File: config.mk
export PLATFORM = sky130hd
export DESIGN_NAME = univ_shift_reg
export DESIGN_NICKNAME = d
export VERILOG_FILES = /design/src/rtl/univ_shift_reg.sv
export SDC_FILE = /design/constraint.sdc
export NUM_CORES = 1
export LEC_CHECK = 0
export ABC_AREA = 1
export BUFFER_PORTS_ARGS = -buffer_cell sky130_fd_sc_hd__buf_4
export CORE_MARGIN = 3
export CORE_UTILIZATION = 30
export CTS_BUF_LIST = sky130_fd_sc_hd__clkbuf_2
export DETAILED_ROUTE_END_ITERATION = 16
export PLACE_DENSITY = 0.6
export SLEW_MARGIN = 20
export SYNTH_ARGS = -nofsm -noshare
export SYNTH_HDL_FRONTEND = slang
export SYNTH_SLANG_ARGS = --single-unit
File: constraint.sdc
create_clock -name clk -period 1.45 [get_ports clk]
set_input_delay 0.2175 -clock clk [delete_from_list [all_inputs] [get_ports clk]]
set_output_delay 0.2175 -clock clk [all_outputs]
set_load 0.005 [all_outputs]
File: src/rtl/univ_shift_reg.sv
// Universal WIDTH-bit register: eight single-cycle ops (hold/load/shift/rotate/clear/set)
// plus a counted multi-cycle shift/rotate engine with busy/done status.
module univ_shift_reg #(
  parameter int WIDTH = 8,
  parameter int CNT_W = 4
) (
  input  logic             clk,
  input  logic             rst,
  input  logic             en,
  input  logic [2:0]       mode,
  input  logic [WIDTH-1:0] d,
  input  logic             sin_l,
  input  logic             sin_r,
  input  logic             start,
  input  logic [CNT_W-1:0] count,
  output logic [WIDTH-1:0] q,
  output logic [WIDTH-1:0] q_bar,
  output logic             sout_l,
  output logic             sout_r,
  output logic             busy,
  output logic             done,
  output logic [1:0]       dbg_state
);

  typedef enum logic [1:0] {
    S_IDLE = 2'd0,
    S_RUN  = 2'd1,
    S_DONE = 2'd2
  } state_t;

  state_t           state, state_nxt;
  logic [WIDTH-1:0] q_nxt;
  logic [CNT_W-1:0] cnt, cnt_nxt;
  logic [2:0]       op_mode, op_mode_nxt;
  logic             start_ok;

  function automatic logic [WIDTH-1:0] apply_op(
    input logic [2:0]       m,
    input logic [WIDTH-1:0] cur,
    input logic [WIDTH-1:0] din,
    input logic             sl,
    input logic             sr
  );
    logic [WIDTH-1:0] r;
    case (m)
      3'b001:  r = din;
      3'b010:  r = {cur[WIDTH-2:0], sr};
      3'b011:  r = {sl, cur[WIDTH-1:1]};
      3'b100:  r = {cur[WIDTH-2:0], cur[WIDTH-1]};
      3'b101:  r = {cur[0], cur[WIDTH-1:1]};
      3'b110:  r = '0;
      3'b111:  r = '1;
      default: r = cur;
    endcase
    return r;
  endfunction

  // Handshake: start is sampled only in IDLE/DONE and only for shift/rotate modes;
  // busy is high for every cycle the engine owns q, done pulses one cycle after the last step.
  assign start_ok = start && (mode >= 3'b010) && (mode <= 3'b101);

  always_comb begin
    state_nxt   = state;
    q_nxt       = q;
    cnt_nxt     = cnt;
    op_mode_nxt = op_mode;
    case (state)
      S_IDLE, S_DONE: begin
        state_nxt = S_IDLE;
        if (start_ok) begin
          op_mode_nxt = mode;
          cnt_nxt     = count;
          state_nxt   = (count != '0) ? S_RUN : S_DONE;
        end else if (en) begin
          q_nxt = apply_op(mode, q, d, sin_l, sin_r);
        end
      end
      S_RUN: begin
        q_nxt   = apply_op(op_mode, q, d, sin_l, sin_r);
        cnt_nxt = cnt - CNT_W'(1);
        if (cnt == CNT_W'(1)) state_nxt = S_DONE;
      end
      default: state_nxt = S_IDLE;
    endcase
  end

  always_ff @(posedge clk or negedge rst) begin
    if (!rst) begin
      state   <= S_IDLE;
      q       <= '0;
      cnt     <= '0;
      op_mode <= 3'b000;
    end else begin
      state   <= state_nxt;
      q       <= q_nxt;
      cnt     <= cnt_nxt;
      op_mode <= op_mode_nxt;
    end
  end

  assign q_bar     = ~q;
  assign sout_l    = q[WIDTH-1];
  assign sout_r    = q[0];
  assign busy      = (state == S_RUN);
  assign done      = (state == S_DONE);
  assign dbg_state = state;

endmodule

==> impl_metrics.csv, run 1 <==
group,metric,value,unit
outcome,status,"finished clean",
hold_path,worstHoldStart,"count[1]",
drt,vias_per_cell,4.85,
layout,diodes,0,
logic_synthesis,synth-warning-count,0,
worst_setup_path,path_cells,"inv_2, nand2_4, o31ai_4, buf_4, o21ai_1, nand2_1",
worst_setup_path,crit_path_start_kind,"register",
timing,maxSlewViolCount,0,
placed_design,place_area,1930,um^2
power,p_leak,1.08,nW
layout,design_area,2030,um^2
layout,final_core_util,44.5,%
timing,rsz0062_at_grt,"true",
drt,first_pass_iters,4,
clocking,cts_root_buf,"clkbuf_2",
floorplanning,num_io_pins,43,
layout,layout-drive-gt1-share,29.7,%
logic_synthesis,synth.top_cell.area_share,28.6,%
timing,final_hold_viol_count,0,
clocking,clock_sinks,17,
worst_setup_path,reg2reg_to,"q[3]",
timing,worstMarginPinSlew,0.374,ns
clocking,cts_tree,"yes",
placed_design,dp_hpwl,3400,um
logic_synthesis,seq_area_frac_synth,28.6,%
timing,min_period_over_period,93.8,%
worst_setup_path,worstPathMaxFanout,4,
placed_design,port_buffers,42,
logic_synthesis,ys_async_sr_fraction,100,%
worst_setup_path,max_stage_delay,0.42,ns
drt,via_count,1752,
floorplanning,initial_core_util,32.6,%
placed_design,gp_congestion,0.832,
worst_setup_path,path_buf_inv,2,
drt,m1WireLength,2130,um
worst_setup_path,critPathTopFamily,"compound AO/OA/AOI/OAI gates",
hold_path,min_path_type,"in -> reg",
drt,drt_iter0_drc,163,
drt,drt-wirelength-per-cell,12.9,um
drt,remaining_drc_errors,0,
hold_path,holdPathEnd,"cnt[1]",
logic_synthesis,synthDistinctLibCells,25,
timing,maxSlewHeadroom,74.8,%
floorplanning,core-area,4560,um^2
placed_design,dp_slack,-0.0194,ns
logic_synthesis,postSynthCellCount,240,
clocking,h-tree-depth,1,
logic_synthesis,postSynthNetCount,263,
logic_synthesis,ys_top_cells_by_area,"dfrtp_1 29%, nand2_1 22%, nand3_1 11%",
timing,fin_ws,0.0906,ns
clocking,numCtsBuffers,3,
clocking,cts_buffer_depth,2,
logic_synthesis,yosys.area.top_type,"dfrtp_1",
layout,area_delta_synth_final,36.5,%
timing,setup_viol,0,
power,ir_worst_vdd,0.847,mV
logic_synthesis,syn_area,1490,um^2
global_route,grt_pass1_wl,7870,um
logic_synthesis,avgSynthCellArea,6.19,um^2
worst_setup_path,worst-setup-path-type,"reg -> reg",
logic_synthesis,ys_top_cells_by_count,"86 x nand2_1, 32 x nand3_1, 25 x inv_1",
drt,drtAntennaViolNets,0,
clocking,cts.clk_slew.worst_paths,0.18,ns
drt,wl,4670,um
worst_setup_path,cp_slowest_cell,"dfrtp_1",
worst_setup_path,critPathCaptureType,"register",
flow_run,cap_violations,0,
floorplanning,die_area,5840,um^2
worst_setup_path,reg2reg_depth,6,
worst_setup_path,crit_required,1.70,ns
logic_synthesis,yosysMostFrequentCell,"nand2_1",
power,power.density,2120,nW/um^2
drt,wl_met3,390,um
global_route,track_usage,16.3,%
worst_setup_path,rr_startpoint,"dbg_state[1]",
floorplanning,die_w,76.4,um
logic_synthesis,synth-seq-cells,17,
clocking,clkLatencyLatePin,0.30,ns
floorplanning,rows,24,
floorplanning,die_height,76.4,um
worst_setup_path,timing.reg2reg.setup_slack,0.09,ns
timing,fin_crit,1.36,ns
logic_synthesis,synth_flop_cell,"dfrtp_1",
drt,dr_wl_met2,2130,um
timing,fin_skew,0.0117,ns
layout,layout.nets,320,
global_route,grt_start_max_net_pins,18,
global_route,grt_overflow_total,0,
worst_setup_path,arrival,1.61,ns
timing,timing.fmax,736,MHz
logic_synthesis,synth_edf_count,0,
hold_path,hold_depth,3,
global_route,first_global_vias,1580,
global_route,antenna_found_initial,0,
drt,highest_layer,"met4",
routing by layer:
| metal | vias to the layer above | track usage (%) |
|---|---|---|
| li1 | 884 | - |
| met1 | 797 | 23.5 |
| met2 | 69 | 26.3 |
| met3 | 2 | 2.60 |
| met4 | 0 | 2.17 |
| met5 | - | 0 |
area by class of cell:
type	instances	area, um^2
Clock buffer	3	15.0
Sequential cell	17	427
Timing Repair Buffer	61	460
Inverter	34	135
Multi-Input combinational cell	180	906
Clock inverter	1	5.00
Fill cell	499	2530
Tap cell	65	81.3
report_power, final:
group	switching, mW	internal [mW]	total, mW	leakage [nW]
sequential	0.311	0.714	1.03	0.210
clock	0.166	0.0626	0.228	0.0164
combinational	1.71	1.35	3.06	0.852
total	2.18	2.13	4.31	1.08
flip-flops by register name, indices dropped and copies added (netlist names):
name / cells
q: 8
dbg_state: 2
cnt: 4
op_mode: 3
cell usage in the layout (no fill, tap or decap), drive strengths merged:
master / count
inv: 33
o21ai: 14
clkbuf: 3
dlygate4sd3: 1
nand4: 1
o31ai: 1
o211ai: 4
a21oi: 21
nand2: 91
nand3: 33
buf: 60
ha: 2
nor2: 10
nor4: 1
clkinv: 2
o221ai: 1
dfrtp: 17
a31oi: 1
worst max path at each step:
stage               cells past startpoint      to  slack (ns)         start
floorplan                               5  cnt[3]        0.16  dbg_state[0]
global placement                        6    q[3]        0.05  dbg_state[1]
detailed placement                      6    q[6]       -0.02  dbg_state[1]
CTS                                     4    busy        0.01  dbg_state[1]
global route                            6    q[0]      -0.009  dbg_state[1]
finish                                  6    q[3]        0.09  dbg_state[1]
metrics by stage:
| stage | cells | total power, mW | hold WS [ns] | TNS, ns |
|---|---|---|---|---|
| 2_1_floorplan | 240 | 2.74 | -0.0781 | 0 |
| 3_3_place_gp | 352 | 3.87 | 0.107 | 0 |
| 3_5_place_dp | 352 | 3.87 | 0.107 | -0.0751 |
| 4_1_cts | 359 | 4.18 | 0.104 | 0 |
| 5_1_grt | 361 | 4.78 | 0.114 | -0.00859 |
| 6_report | 361 | 4.31 | 0.133 | 0 |
repair_timing:
item / CTS / global route
gates cloned: 0 / 0
pin swaps: 1 / 3
resized for setup: 3 / 12
setup endpoints to repair: 9 / 9
setup buffers: 3 / 2
endpoints found under the hold margin: 17 / 0
hold buffers: 1 / 0
cells by family after synthesis:
kind of cell    after synthesis  synth area share, %
simple gates                136                 40.0
buf+inv                      43                 12.5
compound gates               42                 17.3
flops                        17                 28.6
fa+ha+maj                     2                 1.68
worst min-delay path, stage by stage:
cell	delay, ns
buf_4	0.08
nand2_1	0.04
o221ai_1	0.06
Power figures use the tool's default switching activity.
==> inputs of run 2 (changes only) <==
==> constraint.sdc (replaced) <==
create_clock -name clk -period 1.45 [get_ports clk]
set_input_delay 0.0725 -clock clk [delete_from_list [all_inputs] [get_ports clk]]
set_output_delay 0.0725 -clock clk [all_outputs]
set_load 0.005 [all_outputs]
==> run 2 against run 1 <==
- clock skew is 0.0032 ns higher
- critical endpoint is now busy
- count of clock-buffer cells in the layout grew 1
- power fell by 1.1%
==> impl_metrics.csv, run 2 (synthesis results as in run 1) <==
group,metric,value,unit
flow_run,cap_violations,0,
timing,timing.hold.ws,0.0122,ns
global_route,grt_pass1_wl,7610,um
timing,fin_ws,0.102,ns
timing,maxSlewHeadroom,75.7,%
global_route,grt_overflow_total,0,
clocking,h-tree-depth,1,
clocking,clkLatencyLatePin,0.32,ns
layout,largest_register,"q",
power,power.density,2090,nW/um^2
placed_design,dp_hpwl,3370,um
layout,final_common_cell,"nand2_1",
layout,final-seq-area,427,um^2
timing,timing.fmax,742,MHz
global_route,grt_use_met1,21.6,%
worst_setup_path,worstPathMaxFanout,10,
layout,multi_input_area,881,um^2
drt,first_pass_iters,4,
timing,fin_skew,0.0149,ns
worst_setup_path,worst-setup-path-type,"reg -> out",
power,power,4.26,mW
drt,vias_per_cell,4.62,
global_route,grt_util_met2,24.7,%
layout,n_fill_cell,484,
timing,worstMarginPinSlew,0.361,ns
drt,remaining_drc_errors,0,
clocking,numCtsBuffers,3,
timing,setup_viol,0,
layout,largest_reg_flops,8,
timing,maxSlewViolCount,0,
layout,fin_cells,365,
clocking,cts_tree,"yes",
global_route,first_global_vias,1603,
power,p_leak,1.09,nW
layout,layout-drive-gt1-share,28.7,%
hold_path,min_path_type,"in -> reg",
outcome,status,"finished clean",
drt,drt_iter0_drc,155,
worst_setup_path,critPathCaptureType,"output port",
drt,drtAntennaViolNets,0,
drt,drt-wirelength-per-cell,12.7,um
floorplanning,core-area,4560,um^2
layout,final_core_util,44.7,%
floorplanning,die_height,76.4,um
layout,mostFrequentLayoutCells,"84 x nand2_1, 59 x buf_4, 32 x nand3_1, 25 x inv_1, 21 x a21oi_1",
floorplanning,die_w,76.4,um
timing,fin_setup_tns,0,ns
placed_design,port_buffers,42,
drt,via_count,1688,
global_route,track_usage,15.8,%
placed_design,place_inst,354,
timing,final_hold_viol_count,0,
global_route,antenna_found_initial,0,
worst_setup_path,crit_required,1.38,ns
worst_setup_path,arrival,1.28,ns
clocking,cts.clk_slew.worst_paths,0.19,ns
placed_design,place_area,1950,um^2
floorplanning,num_io_pins,43,
clocking,cts_buffer_depth,2,
worst_setup_path,crit_path_start_kind,"register",
placed_design,dp_slack,0.0853,ns
timing,fin_crit,1.35,ns
layout,layout.nets,324,
layout,design_area,2040,um^2
floorplanning,die_area,5840,um^2
clocking,clock_sinks,17,
power,ir_worst_vdd,0.772,mV
layout,top_regs,"q: 8 flops, cnt: 4 flops, op_mode: 3 flops",
placed_design,gp_congestion,0.813,
layout,diodes,0,
floorplanning,rows,24,
global_route,grt_start_max_net_pins,18,
layout,area_delta_synth_final,37.4,%
clocking,cts_root_buf,"clkbuf_2",
timing,min_period_over_period,93.0,%
global_route,gr-max-usage-layer,"met2",
floorplanning,initial_core_util,32.6,%
global_route,use_met3,2.48,%
drt,wl,4620,um
run 2: cell types whose count changed in the layout (fill, tap and decap cells not counted), moves of 2 or more:
cell | previous run | this run
dlygate4sd3_1 | 1 | 4
nand2_2 | 3 | 6
nand2_4 | 4 | 1
buf_6 | 0 | 2
inv_1 | 23 | 25
run 2: worst paths after layout:
| kind | depth (start not counted) | slack [ns] | startpoint | to |
|---|---|---|---|---|
| max in group asynchronous | 2 | 1.08 | rst | op_mode[0] |
| hold reg to reg | 1 | 0.54 | cnt[2] | cnt[2] |
| setup / recovery | 5 | 0.10 | dbg_state[1] | busy |
| hold / removal | 3 | 0.01 | count[3] | cnt[3] |
| min in group asynchronous | 2 | 0.14 | rst | q[1] |
| setup reg to reg | 6 | 0.12 | op_mode[1] | q[6] |
run 2: metal layers:
layer	vias up	wire length, um
met1	720	2170
met3	6	319
met4	0	57
met5	-	0
met2	68	2070
li1	894	-
run 2: repair_timing:
item	in CTS	in global routing
pin swaps	0	1
endpoints found under the hold margin	20	0
gates resized for setup	1	5
setup buffers	0	3
hold buffers	4	0
endpoints found under the setup margin	1	9
run 2: worst max-delay path: stages, from the launching register on:
cell and delay (ns):
dfrtp_1 0.41, inv_1 0.08, nand2_2 0.10, inv_2 0.12, buf_6 0.15, buf_4 0.11
run 2: power breakdown:
group          switching [mW]  internal (mW)  leakage (nW)
logic                    1.64           1.35         0.863
registers               0.316          0.715         0.210
clock network           0.169         0.0731        0.0166
total                    2.13           2.13          1.09
run 2: cell type report:
| cell class | count | share of cell area, % |
|---|---|---|
| multi-input cells | 180 | 43.1 |
| repair buffers | 65 | 24.8 |
| flip-flops and latches | 17 | 20.9 |
| inverters | 34 | 6.25 |
| well taps | 65 | 3.98 |
| clock buffers | 4 | 0.980 |
